<file path="config.mk">
export PLATFORM = sky130hd
export DESIGN_NAME = tone_detector
export DESIGN_NICKNAME = d
export VERILOG_FILES = /design/src/rtl/tone_detector.sv
export SDC_FILE = /design/constraint.sdc
export NUM_CORES = 1
export LEC_CHECK = 0
export CORE_MARGIN = 5
export CORE_UTILIZATION = 40
export CTS_CLUSTER_DIAMETER = 100
export DETAILED_ROUTE_END_ITERATION = 8
export RECOVER_POWER = 100
export SYNTH_ARGS = -nofsm -noshare
export SYNTH_HDL_FRONTEND = slang
export SYNTH_SLANG_ARGS = --single-unit
export TNS_END_PERCENT = 20
</file>
<file path="constraint.sdc">
create_clock -name clk -period 2.1 [get_ports clk]
set_input_delay 0.525 -clock clk [delete_from_list [all_inputs] [get_ports clk]]
set_output_delay 0.525 -clock clk [all_outputs]
set_load 0.005 [all_outputs]
</file>
<file path="src/rtl/tone_detector.sv">
// Square-wave tone detector: measures the half-period of a synchronised audio line
// and locks once LOCK_COUNT consecutive half-periods land inside the target band.
module tone_detector #(
  parameter int CNT_W       = 18,
  parameter int TARGET_HALF = 113637,
  parameter int TOLERANCE   = 1136,
  parameter int LOCK_COUNT  = 8,
  parameter int TIMEOUT     = 227274
) (
  input  logic             clk,
  input  logic             rst,
  input  logic             enable,
  input  logic             audio_in,
  output logic [CNT_W-1:0] half_period,
  output logic             period_valid,
  output logic             tone_detected,
  output logic             timeout_pulse
);

  localparam int MW = $clog2(LOCK_COUNT + 1);
  localparam logic [CNT_W-1:0] BAND_LO = CNT_W'(TARGET_HALF - TOLERANCE);
  localparam logic [CNT_W-1:0] BAND_HI = CNT_W'(TARGET_HALF + TOLERANCE);
  localparam logic [CNT_W-1:0] CNT_MAX = CNT_W'(TIMEOUT - 1);
  localparam logic [MW-1:0]    LOCK_M1 = MW'(LOCK_COUNT - 1);

  typedef enum logic [1:0] {IDLE, MEASURE, LOCKED} state_t;

  state_t           state, state_n;
  logic [CNT_W-1:0] cnt, cnt_n, hp_n, measured;
  logic [MW-1:0]    match, match_n;
  logic             pv_n, tone_n, to_n;
  logic             s1, s2, s3, edge_det, in_band;

  // Synchroniser runs free: neither rst nor enable touches it, so releasing
  // reset never manufactures a phantom edge from a cleared flop.
  always_ff @(posedge clk) begin
    s1 <= audio_in;
    s2 <= s1;
    s3 <= s2;
  end

  assign edge_det = s2 ^ s3;
  assign measured = cnt + CNT_W'(1);
  assign in_band  = (measured >= BAND_LO) && (measured <= BAND_HI);

  always_comb begin
    state_n = state;
    cnt_n   = cnt;
    match_n = match;
    hp_n    = half_period;
    pv_n    = 1'b0;
    tone_n  = tone_detected;
    to_n    = 1'b0;
    case (state)
      IDLE: begin
        if (edge_det) begin
          state_n = MEASURE;
          cnt_n   = '0;
          match_n = '0;
        end
      end
      default: begin
        if (edge_det) begin
          // An edge on the last count still wins over the timeout.
          cnt_n = '0;
          hp_n  = measured;
          pv_n  = 1'b1;
          if (in_band) begin
            if (state == MEASURE) begin
              match_n = match + MW'(1);
              if (match == LOCK_M1) begin
                state_n = LOCKED;
                tone_n  = 1'b1;
              end
            end
          end else begin
            state_n = MEASURE;
            match_n = '0;
            tone_n  = 1'b0;
          end
        end else if (cnt == CNT_MAX) begin
          state_n = IDLE;
          cnt_n   = '0;
          match_n = '0;
          tone_n  = 1'b0;
          to_n    = 1'b1;
        end else begin
          cnt_n = cnt + CNT_W'(1);
        end
      end
    endcase
  end

  always_ff @(posedge clk) begin
    if (rst || !enable) begin
      state         <= IDLE;
      cnt           <= '0;
      match         <= '0;
      half_period   <= '0;
      period_valid  <= 1'b0;
      tone_detected <= 1'b0;
      timeout_pulse <= 1'b0;
    end else begin
      state         <= state_n;
      cnt           <= cnt_n;
      match         <= match_n;
      half_period   <= hp_n;
      period_valid  <= pv_n;
      tone_detected <= tone_n;
      timeout_pulse <= to_n;
    end
  end

endmodule

</file>
==> out/summary.txt, run 1 <==
Sum Neg Setup Slack: -0.142 ns
Placed cell areas: 0.00358 sq mm
Worst Clk Skew: 0.00681 ns
Headroom to the max-slew limit: 35.8%
Layout fillers: 618
Cell area power density: 425 mW/mm^2
Highest clock rate: 463 MHz
Initial antenna violation count: 0
Setup Crit Path Kind: reg -> reg
Final instance count without filler cells: 533
Sequential share of the synthesized area: 34.3%
Drt pass-1 iters: 4
Pin count of the biggest net entering global routing: 28
Buf/Inv on CP: 2
Final setup fails: 4
Vias per cell: 5.38
Outcome: finished with violations
Io pins: 25
Die span in x: 93.7 um
Critical path's largest stage delay: 0.54 ns
Crit-path max FO: 7
Crit Reg-Reg Startpoint: cnt[1]$_SDFFE_PP0N_
Hold Buf Count CTS: 0
Leak: 1.45 nW
Vias in the first global route: 2624
Met2 wire len: 3720 um
Yosys warns: 0
Post-route cell area: 0.00398 sq mm
Worst setup SP type: flip-flop
Wl on met1: 3820 um
N_diodes: 0
Final antenna-violating net count: 0
DR WL met3: 297 um
Final WS setup: -0.0614 ns
Minimum clock period: 2.16 ns
Cell Area, Synth: 0.00281 sq mm
Setup WS pre-CTS: -0.130 ns
First-pass GRT wire length: 13200 um
Post-synth EDFFs: 0
Synth Register Bits: 48
Rows: 30
Wire per inst: 15.2 um
Worst hold endpoint: s2$_DFF_P_
DR iter-0 viols: 139
Worst skew pair latency: 0.31 ns
Total wire length: 8120 um
Dpl hpwl: 5870 um
Post-Synthesis Cells: 353
Layout cells sized above 1: 32.5%
H-tree levels: 2
Final hold vios: 0
Synth Flop Type: dfxtp_1
Hold path startpoint: s1$_DFF_P_
Placed cells: 519
Multi-input logic area: 0.00188 sq mm
R2r setup slk: -0.06 ns
Most frequent CP cell: buf_6
Inserted Clock Buffers: 5
Netlist cell types: 55
Syn nets: 361
Clock Path Buffers: 2
CP Cell Sequence: buf_6, and2_4, or4_4, a21oi_2, a211oi_1, nand4_1, a21oi_4, buf_6, a22oi_1, nor2_1
Worst min-delay path class: reg -> reg
Die Y: 93.7 um
Final period util: 103%
Failing checks: negative setup slack
Vias after detailed routing: 2869
Delay-heaviest family, CP: simple AND/OR/NAND/NOR gates
CTS sink cnt: 48
R2r endpoint: match[2]$_SDFFE_PP0P_
R2R cell count: 10
Initial Util: 41.3%
CTS tree: built
Final Max Tran Viols: 0
FF/Latch Area: 978 sq um
Core area: 0.00679 sq mm
Final core occ: 58.5%
Asr flop ratio synth: 0%
Worst-margin pin slew: 0.955 ns
Layout Nets: 444
# DRC: 0
Worst EP required: 2.30 ns
Remaining global-route overflow: 0
Crit path DAT: 2.36 ns
Global placement routability congestion: 0.932
Hold Slack: 0.336 ns
Avg Cell Area, Syn: 7.95 sq um
Area grow syn2layout: 41.8%
Die Area: 0.00879 sq mm
WP depth: 10
Max Cap Viol: 0
Clock root cell: clkbuf_8
Clk slew on worst S/H paths: 0.10 ns
PortBufs: 24
Final Power: 1.69 mW
Maximum VDD drop: 0.226 mV
Nature of the critical path endpoint: flip-flop
CP max-delay cell: or4_4
Max layer used: met4
GRT Util Overall: 18.9%
Hold depth: 0
RSZ-0062 raised after global routing: true
-- routing by layer --
layer  GRT usage, %  vias up
li1               -     1439
met1           25.8     1333
met2           29.6       76
met3           3.21       21
met4           6.86        0
met5              0        -
-- worst max-delay path by stage --
stage / startpoint / endpoint
6_report: cnt[1]$_SDFFE_PP0N_ / match[2]$_SDFFE_PP0P_
5_1_grt: cnt[0]$_SDFFE_PP0N_ / state[0]$_SDFFE_PP0P_
4_1_cts: cnt[1]$_SDFFE_PP0N_ / cnt[3]$_SDFFE_PP0N_
3_3_place_gp: cnt[6]$_SDFFE_PP0N_ / state[0]$_SDFFE_PP0P_
3_5_place_dp: cnt[1]$_SDFFE_PP0N_ / cnt[11]$_SDFFE_PP0N_
2_1_floorplan: cnt[0]$_SDFFE_PP0N_ / state[0]$_SDFFE_PP0P_
-- cell type report --
class,count,area share (%)
Sequential cell,48,24.6
Timing Repair Buffer,103,22.3
Clock buffer,6,2.08
Tap cell,96,3.02
Multi-Input combinational cell,274,47.2
Clock inverter,2,0.346
Inverter,4,0.440
-- report_power, final --
part | switching (mW) | leakage (nW) | internal, mW
logic | 0.0947 | 1.01 | 0.0660
clock network | 0.334 | 0.0516 | 0.270
registers | 0.00713 | 0.394 | 0.918
total | 0.436 | 1.45 | 1.25
-- flip-flops by register name, summed over array words and instances (netlist names) --
register       count
s3                 1
s2                 1
period_valid       1
cnt               18
match              4
tone_detected      1
s1                 1
state              2
half_period       18
timeout_pulse      1
-- cell usage after synthesis (4+ instances only) --
cell type,instances,area [sq um]
a211oi_1,18,135
a21o_1,7,52.6
a21oi_1,27,135
a22oi_1,5,37.5
a31oi_1,4,25.0
and2_1,5,31.3
buf_2,11,55.1
buf_4,4,30.0
clkbuf_1,10,37.5
dfxtp_1,48,961
ha_1,4,50.1
inv_1,4,15.0
nand2_1,29,109
nand2b_1,7,43.8
nand3_1,8,40.0
nand4_1,5,31.3
nor2_1,50,188
nor3_1,11,55.1
nor4_1,4,25.0
o21ai_0,19,95.1
or3_1,4,25.0
xnor2_1,7,61.3
xor2_1,9,78.8
-- repair_timing --
action                     in CTS  in global routing
buffers inserted                2                  4
pin swaps                       6                  5
gates cloned                    0                  0
resized for setup              33                 37
setup endpoints to repair      20                 24
-- cell usage in the layout, fill, tap and decap left out, types with 4 or more instances in the layout --
cell type | synthesis | routed
nand2b_1 | 7 | 7
a31oi_1 | 4 | 4
nand2_1 | 29 | 27
and2_1 | 5 | 4
nand3_1 | 8 | 8
nand4_1 | 5 | 5
a22oi_1 | 5 | 5
dfxtp_1 | 48 | 38
a21oi_1 | 27 | 24
dfxtp_2 | 0 | 8
xnor2_1 | 7 | 7
nor2_1 | 50 | 47
clkbuf_8 | 0 | 6
buf_4 | 4 | 70
nor3_2 | 2 | 5
o21ai_0 | 19 | 14
a21o_1 | 7 | 7
buf_6 | 2 | 5
a211oi_1 | 18 | 18
xor2_1 | 9 | 8
nor3_1 | 11 | 8
clkdlybuf4s50_1 | 0 | 23
-- kinds of logic (layout without fill, tap and decap cells) --
| logic type | count (synthesis) | in the layout | share of synthesized area [%] |
|---|---|---|---|
| simple gates | 153 | 153 | 29.6 |
| compound gates | 101 | 101 | 23.7 |
| flops | 48 | 48 | 34.3 |
| buf+inv | 31 | 115 | 5.71 |
| xor+xnor | 16 | 16 | 5.00 |
| fa+ha+maj | 4 | 4 | 1.78 |
Power figures use the tool's default switching activity.
==> inputs of run 2 (changes only) <==
--- a/config.mk
+++ b/config.mk
@@ -5,10 +5,13 @@
 export SDC_FILE = /design/constraint.sdc
 export NUM_CORES = 1
 export LEC_CHECK = 0
+export CELL_PAD_IN_SITES_DETAIL_PLACEMENT = 1
+export CELL_PAD_IN_SITES_GLOBAL_PLACEMENT = 1
 export CORE_MARGIN = 5
-export CORE_UTILIZATION = 40
+export CORE_UTILIZATION = 31
 export CTS_CLUSTER_DIAMETER = 100
 export DETAILED_ROUTE_END_ITERATION = 8
+export PLACE_DENSITY_LB_ADDON = 0.1
 export RECOVER_POWER = 100
 export SYNTH_ARGS = -nofsm -noshare
 export SYNTH_HDL_FRONTEND = slang
==> run 2 against run 1 <==
  * The flow still finishes with violations (negative setup slack)
  * Clock skew up 0.0053 ns
  * Sequential power about the same
  * Sequential cell count unchanged
  * Power up 0.65%
  * Register-to-register slack about the same
  * Combinational power about the same
  * Critical path type unchanged
  * Largest cell class unchanged
  * Highest routed layer unchanged
==> out/summary.txt, run 2 (same netlist as run 1, synthesis figures left out) <==
Initial antenna violation count: 0 (unchanged)
Placed cells: 536 (was 519)
Worst Clk Skew: 0.0121 ns (was 0.00681 ns)
Leading cell type in the layout, fill and taps excluded: buf_4 (unchanged)
Final period util: 103% (about the same)
Vias in the first global route: 3020 (was 2624)
Final instance count without filler cells: 552 (was 533)
Io pins: 25 (unchanged)
Pin count of the biggest net entering global routing: 28 (unchanged)
Most used routing layer: met2 (unchanged)
Grt met2 use: 28.2% (was 29.6%)
Vias per cell: 5.40 (was 5.38)
Rows: 34 (was 30)
Crit path DAT: 2.38 ns (was 2.36 ns)
Die span in x: 105 um (was 93.7 um)
Worst-margin pin slew: 0.755 ns (was 0.955 ns)
Vias after detailed routing: 2983 (was 2869)
Core area: 0.00876 sq mm (was 0.00679 sq mm)
Remaining global-route overflow: 0 (unchanged)
Met3 Resource Use GR: 2.71% (was 3.21%)
Layout Nets: 451 (was 444)
Power Internal: 1.25 mW (about the same)
Wire per inst: 17.2 um (was 15.2 um)
Die Y: 105 um (was 93.7 um)
Crit-path max FO: 7 (unchanged)
Inserted Clock Buffers: 5 (unchanged)
Total wire length: 9500 um (was 8120 um)
Final WS setup: -0.0720 ns (was -0.0614 ns)
GRT Util Overall: 17.4% (was 18.9%)
Highest clock rate: 460 MHz (was 463 MHz)
CTS tree: built (unchanged)
Initial Util: 32.0% (was 41.3%)
Sw Share: 26.4% (was 25.8%)
Dpl hpwl: 7100 um (was 5870 um)
Hold Slack: 0.347 ns (was 0.336 ns)
Logic pwr share: 9.6% (was 9.5%)
Setup Crit Path Kind: reg -> reg (unchanged)
Sequential share of power: 54.2% (was 54.7%)
Clock root cell: clkbuf_8 (unchanged)
Most frequent cells in the layout: 74 x buf_4, 48 x nor2_1, 38 x dfxtp_1 (was 70 x buf_4, 47 x nor2_1, 38 x dfxtp_1)
Final Power: 1.70 mW (was 1.69 mW)
Setup WS pre-CTS: -0.193 ns (was -0.130 ns)
N_diodes: 0 (unchanged)
Area grow syn2layout: 45.1% (was 41.8%)
RSZ-0062 raised after global routing: true (unchanged)
Final antenna-violating net count: 0 (unchanged)
Global placement routability congestion: 0.882 (was 0.932)
Final hold vios: 0 (unchanged)
M1 GR Usage: 23.6% (was 25.8%)
Nature of the critical path endpoint: flip-flop (unchanged)
Layout cells sized above 1: 33.6% (was 32.5%)
DR iter-0 viols: 86 (was 139)
Headroom to the max-slew limit: 49.1% (was 35.8%)
Clk slew on worst S/H paths: 0.10 ns (about the same)
Largest regs: cnt: 18 flops, half_period: 18 flops, match: 4 flops (unchanged)
Clk pwr share: 36.1% (was 35.8%)
Leak: 1.55 nW (was 1.45 nW)
Maximum VDD drop: 0.217 mV (was 0.226 mV)
# DRC: 0 (unchanged)
Minimum clock period: 2.17 ns (was 2.16 ns)
Worst EP required: 2.31 ns (was 2.30 ns)
Final setup fails: 7 (was 4)
Worst setup SP type: flip-flop (unchanged)
Worst min-delay path class: reg -> reg (unchanged)
Worst skew pair latency: 0.31 ns (about the same)
Cell area power density: 418 mW/mm^2 (was 425 mW/mm^2)
PortBufs: 24 (unchanged)
Net switching power: 0.450 mW (was 0.436 mW)
Die Area: 0.0111 sq mm (was 0.00879 sq mm)
Layout fillers: 1064 (was 618)
Drt pass-1 iters: 4 (unchanged)
First-pass GRT wire length: 15700 um (was 13200 um)
Clock Path Buffers: 2 (unchanged)
CTS sink cnt: 48 (unchanged)
Max Cap Viol: 0 (unchanged)
H-tree levels: 2 (unchanged)
Failing checks: negative setup slack (unchanged)
Outcome: finished with violations (unchanged)
Final Max Tran Viols: 0 (unchanged)
## run 2: cell count changes in the layout (fill, tap and decap cells not counted), sizes merged
cell / previous run / this run
clkbuf: 6 / 9
dlygate4sd3: 1 / 22
clkdlybuf4s50: 23 / 2
buf: 79 / 82
bufbuf: 0 / 1
## run 2: timing repair
action                     in CTS  in global routing
gates cloned                    1                  0
hold buffers                    0                  0
setup endpoints to repair      25                 21
gates resized for setup        49                 20
setup buffers                   4                  3
pin swaps                      11                  5
## run 2: power groups by stage
stage               registers [mW]  clock network, mW  logic, mW
CTS                          0.925              0.643      0.170
global placement             0.949                  0      0.150
global route                 0.925              0.679      0.178
detailed placement           0.949                  0      0.152
finish                       0.923              0.614      0.164
floorplan                    0.949                  0     0.0772
## run 2: path summary, 6_finish.rpt
path | start | end | slack [ns] | cells after the start
setup reg to reg | cnt[0]$_SDFFE_PP0N_ | state[0]$_SDFFE_PP0P_ | -0.07 | 9
hold reg to reg | s1$_DFF_P_ | s2$_DFF_P_ | 0.35 | 0
hold / removal | s1$_DFF_P_ | s2$_DFF_P_ | 0.35 | 0
setup / recovery | cnt[0]$_SDFFE_PP0N_ | state[0]$_SDFFE_PP0P_ | -0.07 | 9
## run 2: area by class of cell
class,instances,area (sq um),share of cell area [%]
Clock buffer,6,82.6,2.03
Timing Repair Buffer,110,938,23.1
Multi-Input combinational cell,274,1900,46.7
Tap cell,108,135,3.32
Sequential cell,48,983,24.2
Inverter,4,15.0,0.369
Clock inverter,2,13.8,0.338
## run 2: worst max-delay path: stages, from the launching register on
cell,delay (ns)
dfxtp_4,0.37
ha_4,0.20
buf_4,0.15
o31ai_1,0.26
a31oi_1,0.13
o41ai_2,0.20
nand4_1,0.19
a21oi_4,0.28
a21oi_1,0.10
o21a_1,0.17
## run 2: stage by stage
step	TNS [ns]	util, %	cell area, sq um
3_5_place_dp	-1.98	41.5	3630
5_1_grt	-1.63	46.4	4070
3_3_place_gp	-0.968	41.5	3630
6_report	-0.316	46.4	4070
4_1_cts	-0.199	45.3	3970
2_1_floorplan	-0.00992	-	2820
## run 2: per-layer routing
metal / routed length, um / up-vias
li1: - / 1455
met1: 4570 / 1463
met2: 4440 / 47
met3: 260 / 18
met4: 235 / 0
met5: 0 / -
